File: src/rtl/filter2d_pack.sv
// filter2d_pack: packs the 8-bit filter2d pixel stream into addressed 32-bit words behind a small FIFO.
// Optional checksum of each completed frame is compiled in with FILTER2D_PACK_CKSUM_EN.
module filter2d_pack #(
    parameter int IMG_W      = 256,
    parameter int IMG_H      = 256,
    parameter int FIFO_DEPTH = 4,
    parameter int ADDR_W     = 14
) (
    input  logic              clk,
    input  logic              reset,
    input  logic              i_strb,
    input  logic [7:0]        i_data,
    output logic              o_valid,
    input  logic              o_ready,
    output logic [31:0]       o_wdata,
    output logic [ADDR_W-1:0] o_addr,
    output logic              o_frame_done,
    output logic              o_overflow,
    output logic [15:0]       o_cksum
);

    localparam int TOTAL = IMG_W * IMG_H;
    localparam int WORDS = TOTAL / 4;
    localparam int PIX_W = (TOTAL > 1) ? $clog2(TOTAL) : 1;
    localparam int PTR_W = (FIFO_DEPTH > 1) ? $clog2(FIFO_DEPTH) : 1;

    localparam logic [PIX_W-1:0]  PIX_LAST  = PIX_W'(TOTAL - 1);
    localparam logic [ADDR_W-1:0] ADDR_LAST = ADDR_W'(WORDS - 1);
    localparam logic [PTR_W:0]    DEPTH_C   = (PTR_W + 1)'(FIFO_DEPTH);

    logic [1:0]        gi;
    logic [23:0]       lo_bytes;
    logic [ADDR_W-1:0] wa;
    logic [PIX_W-1:0]  pix_cnt;
    logic              pix_last;

    logic [31:0]           mem_data [FIFO_DEPTH];
    logic [ADDR_W-1:0]     mem_addr [FIFO_DEPTH];
    logic [FIFO_DEPTH-1:0] mem_last;
    logic [PTR_W-1:0]      rd_ptr, wr_ptr;
    logic [PTR_W:0]        count;

    logic full, pop, push_try, push;

    assign pix_last = (pix_cnt == PIX_LAST);
    assign full     = (count == DEPTH_C);
    assign o_valid  = (count != '0);
    assign pop      = o_valid & o_ready;
    assign push_try = i_strb & (gi == 2'd3);
    // A full FIFO still accepts the word when the head leaves in the same cycle.
    assign push     = push_try & (~full | pop);

    assign o_wdata = o_valid ? mem_data[rd_ptr] : 32'h0;
    assign o_addr  = o_valid ? mem_addr[rd_ptr] : '0;

    always_ff @(posedge clk or posedge reset) begin
        if (reset) begin
            gi           <= 2'd0;
            lo_bytes     <= 24'h0;
            wa           <= '0;
            pix_cnt      <= '0;
            rd_ptr       <= '0;
            wr_ptr       <= '0;
            count        <= '0;
            o_overflow   <= 1'b0;
            o_frame_done <= 1'b0;
        end else begin
            o_frame_done <= pop & mem_last[rd_ptr];
            if (i_strb) begin
                gi      <= gi + 2'd1;
                pix_cnt <= pix_last ? '0 : pix_cnt + PIX_W'(1);
                case (gi)
                    2'd0:    lo_bytes[7:0]   <= i_data;
                    2'd1:    lo_bytes[15:8]  <= i_data;
                    2'd2:    lo_bytes[23:16] <= i_data;
                    default: ;
                endcase
            end
            // Address advances even for dropped words so later words land correctly.
            if (push_try)
                wa <= (wa == ADDR_LAST) ? '0 : wa + ADDR_W'(1);
            if (push_try && !push)
                o_overflow <= 1'b1;
            if (push)
                wr_ptr <= wr_ptr + PTR_W'(1);
            if (pop)
                rd_ptr <= rd_ptr + PTR_W'(1);
            case ({push, pop})
                2'b10:   count <= count + (PTR_W + 1)'(1);
                2'b01:   count <= count - (PTR_W + 1)'(1);
                default: count <= count;
            endcase
        end
    end

    always_ff @(posedge clk) begin
        if (push) begin
            mem_data[wr_ptr] <= {i_data, lo_bytes};
            mem_addr[wr_ptr] <= wa;
            mem_last[wr_ptr] <= pix_last;
        end
    end

`ifdef FILTER2D_PACK_CKSUM_EN
    logic [15:0] acc;

    always_ff @(posedge clk or posedge reset) begin
        if (reset) begin
            acc     <= 16'h0;
            o_cksum <= 16'h0;
        end else if (i_strb) begin
            if (pix_last) begin
                o_cksum <= acc + {8'h00, i_data};
                acc     <= 16'h0;
            end else begin
                acc <= acc + {8'h00, i_data};
            end
        end
    end
`else
    assign o_cksum = 16'h0000;
`endif

endmodule

File: config.mk
export PLATFORM = sky130hd
export DESIGN_NAME = filter2d_pack
export DESIGN_NICKNAME = d
export VERILOG_FILES = /design/src/rtl/filter2d_pack.sv
export SDC_FILE = /design/constraint.sdc
export NUM_CORES = 1
export LEC_CHECK = 0
export CORE_ASPECT_RATIO = 1.25
export CORE_MARGIN = 1
export CORE_UTILIZATION = 50
export CTS_CLUSTER_DIAMETER = 100
export DETAILED_ROUTE_END_ITERATION = 8
export GPL_ROUTABILITY_DRIVEN = 0
export MAX_ROUTING_LAYER = met4
export PLACE_DENSITY = 0.7
export RECOVER_POWER = 50
export SLEW_MARGIN = 20
export SYNTH_ARGS = -nofsm -noshare
export SYNTH_HDL_FRONTEND = slang
export SYNTH_SLANG_ARGS = --single-unit
File: constraint.sdc
create_clock -name clk -period 2.8 [get_ports clk]
set_input_delay 0.42 -clock clk [delete_from_list [all_inputs] [get_ports clk]]
set_output_delay 0.42 -clock clk [all_outputs]
set_load 0.01 [all_outputs]
==> metrics, run 1 <==
status=completed; Setup CP Type=register to primary output; crit path launch type=register; I/O pins=77; Post-layout nets=687; crit share post-route=97.4%; P&R area growth vs syn=17.2%; number of synthesized flops with an enable pin=188; Port-buffer cells=60; number of routed nets with antenna violations=0; Yosys cell types=44; RSZ-0062 raised after global routing=true; final-report hold violation count=0; crit path time final=2.73 ns; critical-path cell with the highest stage delay=mux4_2; leading post-synthesis cells by cell area=edfxtp_1 55%, dfrtp_1 16%, mux4_2 10%, and2_1 3.1%, mux2_2 2.6%; routed vias/inst=5.38; Synth Flop Type=edfxtp_1; max_cap viols=0; Worst Path Arrival=2.31 ns; Routed WL per cell=19.0 um; clock-pin slew on the worst setup and hold paths=0.06 ns; Mapped Cells=577; Max rail drop VDD=0.499 mV; global route overflow=0; ratio of cells with drive above 1 in the final layout=20.8%; vias in the first global route=5485; # setup viols final=0; critical path required time=2.38 ns; # diodes=0; fmax=0.367 GHz; CTS buffer count=24; top cells by count, synth=188 x edfxtp_1, 65 x dfrtp_1, 51 x and2_1; core area=0.0201 sq mm; pin count of the biggest net entering global routing=51; DP HPWL=10800 um; clock sink count=253; Worst Tran Pin Value=1.02 ns; Cell Chain, Critical Path=buf_4 > mux4_2 > and2_1 > clkdlybuf4s50_1; Initial Utilization=51.0%; placed inst area=0.0112 sq mm; antenna violations before repair=0; CP max stage delay=0.51 ns; Clk Latency, worst-skew pair=0.50 ns; CTS root buf=clkbuf_16; pwr/cell area=1020 mW/mm^2; worst reg2reg path depth=7; reg2reg setup slack=0.41 ns; RR Endpoint=count[2]; via count=5123; residual DRC count=0; Max H-tree Level=1; largest fanout on the critical path=8; initial drt markers=260; most numerous cell in the Yosys netlist=edfxtp_1; CTS tree=built; fin area=0.0120 sq mm; Hold Startpoint=pix_cnt[14]; cell area after synthesis=0.0102 sq mm; sequential cell area fraction in the yosys report=71.0%; critical path startpoint=rd_ptr[0]; Setup crit end kind=primary output; Pleak=0.00438 uW; Clock Tree Buf Depth=3; final wirelength=18100 um; Max Clock Skew=0.0123 ns; async set-reset flop share out of synthesis=25.7%; Syn Area/Cell=17.8 sq um; total track usage=18.6%; die area=0.0211 sq mm; largest area contributor in the netlist=edfxtp_1; Slew Viols, Final=0; # rows=58; Yosys Warn Count=0; first-pass GRT wire length=28800 um; Die Height=162 um; Pwr Total=12200 uW; Seq cells post-synth=253; CTS Hold Bufs=0; Crit Reg-Reg Startpoint=gi[0]; Synth top area share=55.1%; Die Span X=130 um; Critical Path Sink=o_addr[3]; drt first pass iters=4; Hold/Removal Path Class=register to register; worst rel slew slack=32.0%
[logic make-up after synthesis]
| kind of cell | count (synthesis) | share of synthesized area (%) |
|---|---|---|
| AOI/OAI and AO/OA | 19 | 1.12 |
| xor gates and xnor gates | 31 | 2.65 |
| adders and majority gates | 11 | 1.42 |
| buffers and inverters | 46 | 2.77 |
| DFF | 253 | 71.0 |
| muxes | 72 | 13.1 |
| other | 1 | 0.0366 |
| and+or+nand+nor | 144 | 7.94 |
[registers in the layout, summed over array words and instances, names as in the netlist]
register	count
o_frame_done	1
count	3
mem_addr	56
rd_ptr	2
lo_bytes	24
wa	14
gi	2
pix_cnt	16
mem_last	4
mem_data	128
wr_ptr	2
o_overflow	1
[placed cells by master, fill, tap and decap left out, types with 3 or more instances in the layout]
master | Yosys | layout
edfxtp_1 | 188 | 188
dfrtp_1 | 65 | 63
mux4_2 | 47 | 47
and2_1 | 51 | 46
dlygate4sd2_1 | 0 | 35
clkbuf_16 | 0 | 25
nand2_1 | 24 | 24
mux2_2 | 24 | 24
nor2_1 | 19 | 19
xnor2_1 | 18 | 18
conb_1 | 1 | 16
clkdlybuf4s50_1 | 0 | 14
xor2_1 | 13 | 13
nand4_1 | 12 | 12
ha_1 | 10 | 10
dlygate4sd3_1 | 0 | 10
inv_1 | 9 | 9
buf_4 | 18 | 9
buf_12 | 0 | 8
clkbuf_1 | 10 | 7
clkinv_2 | 0 | 7
a21oi_1 | 6 | 6
nand3_1 | 6 | 6
nor4_1 | 6 | 6
and3_1 | 5 | 5
o21ai_0 | 5 | 5
nor3_1 | 5 | 5
and2_2 | 0 | 4
clkbuf_8 | 0 | 4
and4_1 | 3 | 3
[what timing repair did]
action / 4_1_cts / 5_1_grt
setup endpoints to repair: 45 / 9
buffers inserted: 2 / 5
resized for setup: 37 / 3
hold endpoints to repair: 0 / 0
gates cloned: 0 / 0
[per-layer routing]
layer	share of wire [%]	up-vias	track usage, %
met5	0	-	-
met4	1.7	0	6.13
met3	4.8	22	2.37
met2	54	136	32.1
met1	40	2622	22.6
li1	-	2343	-
[worst max-delay path: cells and delay by family, from the launching register on]
family | cells | cell delay, ns
buffers and inverters | 2 | 0.63
AND/OR/NAND/NOR | 1 | 0.17
multiplexers | 1 | 0.51
flip-flops | 1 | 0.50
[final cells by class]
type / instances / area (sq um)
inverter: 9 / 33.8
multi-input combinational: 293 / 2750
tap: 270 / 338
sequential: 253 / 7280
clock inverter: 10 / 72.6
clock buffer: 34 / 699
timing repair buffer: 83 / 837
fill: 1492 / 8100
[per-stage QoR]
stage	TNS [ns]	util [%]	hold slack [ns]	instances	worst slack, ns
floorplan	0	-	0.442	592	0.181
global placement	0	55.9	0.461	901	0.387
detailed placement	0	55.9	0.465	901	0.321
CTS	-0.337	59.6	0.315	947	-0.0783
global route	-0.00167	59.7	0.503	952	-0.00102
finish	0	59.7	0.476	952	0.0727
[where the power goes]
group	internal [uW]	leakage [uW]	switching, uW
logic	2070	0.00149	1700
registers	4860	0.00250	483
clock network	1830	0.000387	1290
[worst min path at each step]
stage                   to  slack [ns]  depth (start not counted)
6_report       pix_cnt[14]        0.48                          1
2_1_floorplan  pix_cnt[14]        0.44                          1
3_3_place_gp    o_overflow        0.46                          1
4_1_cts        pix_cnt[11]        0.32                          2
5_1_grt        pix_cnt[14]        0.50                          1
3_5_place_dp   pix_cnt[14]        0.46                          1
(Power assumes the default switching activity.)
==> inputs of run 2 (changes only) <==
--- a/config.mk
+++ b/config.mk
@@ -5,16 +5,17 @@
 export SDC_FILE = /design/constraint.sdc
 export NUM_CORES = 1
 export LEC_CHECK = 0
+export CAP_MARGIN = 30
 export CORE_ASPECT_RATIO = 1.25
 export CORE_MARGIN = 1
 export CORE_UTILIZATION = 50
 export CTS_CLUSTER_DIAMETER = 100
 export DETAILED_ROUTE_END_ITERATION = 8
 export GPL_ROUTABILITY_DRIVEN = 0
-export MAX_ROUTING_LAYER = met4
 export PLACE_DENSITY = 0.7
 export RECOVER_POWER = 50
 export SLEW_MARGIN = 20
 export SYNTH_ARGS = -nofsm -noshare
 export SYNTH_HDL_FRONTEND = slang
 export SYNTH_SLANG_ARGS = --single-unit
+export TNS_END_PERCENT = 30
==> metrics, run 2 (same netlist as run 1, synthesis figures left out) <==
status=completed; DP HPWL=10800 um; Post-layout nets=687; fmax=0.363 GHz; Sum Neg Setup Slack=0 ns; most common cell after layout, fill and taps aside=edfxtp_1; reg2reg setup slack=0.41 ns; WHS=0.477 ns; total track usage=18.1%; Pleak=0.00437 uW; CTS root buf=clkbuf_16; clock-pin slew on the worst setup and hold paths=0.06 ns; residual DRC count=0; Die Height=162 um; Slew Viols, Final=0; P&R area growth vs syn=17.2%; CTS buffer count=24; fin area=0.0120 sq mm; Critical Path Sink=o_addr[13]; Max Clock Skew=0.0146 ns; worst reg2reg path depth=7; worst setup margin=0.0448 ns; initial drt markers=270; post-place setup slack=0.321 ns; first-pass GRT wire length=28800 um; Initial Utilization=51.0%; via count=5137; drt first pass iters=4; Die Span X=130 um; worst rel slew slack=33.1%; # rows=58; Max H-tree Level=1; final wirelength=18100 um; critical path startpoint=rd_ptr[0]; Seq. cell area=0.00728 sq mm; Hold/Removal Path Class=register to register; global route overflow=0; Setup crit end kind=primary output; fill count=1491; pwr/cell area=1020 mW/mm^2; Port-buffer cells=60; Max rail drop VDD=0.503 mV; max reg flops=128; number of routed nets with antenna violations=0; core area=0.0201 sq mm; vias in the first global route=5480; pin count of the biggest net entering global routing=51; Crit Reg-Reg Startpoint=gi[0]; Worst Tran Pin Value=1.00 ns; # diodes=0; Worst Path Arrival=2.34 ns; die area=0.0211 sq mm; Clock Tree Buf Depth=3; critical path required time=2.38 ns; largest fanout on the critical path=8; crit path launch type=register; Reg with most FFs=mem_data; Routed WL per cell=19.1 um; clock sink count=253; final-report hold violation count=0; I/O pins=77; Setup CP Type=register to primary output; # setup viols final=0; placed inst area=0.0112 sq mm; biggest regs=mem_data x128, mem_addr x56, lo_bytes x24; routed vias/inst=5.40; multi-input logic area=0.00275 sq mm; crit path time final=2.76 ns; ratio of cells with drive above 1 in the final layout=20.8%; CTS tree=built; antenna violations before repair=0; max_cap viols=0; Clk Latency, worst-skew pair=0.51 ns; CTS Hold Bufs=0; crit share post-route=98.4%; RR Endpoint=count[2]; most frequent cells in the layout=188 x edfxtp_1, 63 x dfrtp_1, 47 x mux4_2
-- run 2: metal layers --
metal | GRT usage, % | routed length (um)
met5 | 0 | 0
met4 | 6.13 | 421
met3 | 2.37 | 816
met2 | 32.1 | 9590
met1 | 22.6 | 7310
-- run 2: report_power, final --
group	internal [uW]	switching, uW
Sequential	4860	483
Clock	1830	1300
Combinational	2080	1700
Total	8760	3490
-- run 2: final cells by class --
class | count | share of cell area (%)
Sequential cell | 253 | 60.6
Timing Repair Buffer | 83 | 6.95
Clock inverter | 10 | 0.605
Multi-Input combinational cell | 293 | 22.9
Tap cell | 270 | 2.81
Inverter | 9 | 0.281
Clock buffer | 34 | 5.83
-- run 2: critical path: stages, from the launching register on --
cell and delay (ns):
dfrtp_4 0.49, buf_6 0.14, mux4_2 0.54, and2_1 0.18, clkdlybuf4s50_1 0.47
-- run 2: how the worst min path moves through the flow --
stage | startpoint | to | slack (ns) | depth (start not counted)
5_1_grt | pix_cnt[14] | pix_cnt[14] | 0.50 | 1
4_1_cts | reset | pix_cnt[11] | 0.32 | 2
3_3_place_gp | o_overflow | o_overflow | 0.46 | 1
3_5_place_dp | pix_cnt[14] | pix_cnt[14] | 0.46 | 1
2_1_floorplan | pix_cnt[14] | pix_cnt[14] | 0.44 | 1
6_report | pix_cnt[14] | pix_cnt[14] | 0.48 | 1
-- run 2: repair_timing --
action	4_1_cts	5_1_grt
resized for setup	37	2
buffers inserted	2	5
endpoints found under the setup margin	45	9
pin swaps	0	0
endpoints found under the hold margin	0	0
-- run 2: metrics by stage --
| step | power [uW] | instances | utilization (%) |
|---|---|---|---|
| 2_1_floorplan | 7700 | 592 | - |
| 3_3_place_gp | 9270 | 901 | 55.9 |
| 3_5_place_dp | 9430 | 901 | 55.9 |
| 4_1_cts | 12300 | 947 | 59.6 |
| 5_1_grt | 12900 | 952 | 59.7 |
| 6_report | 12300 | 952 | 59.7 |
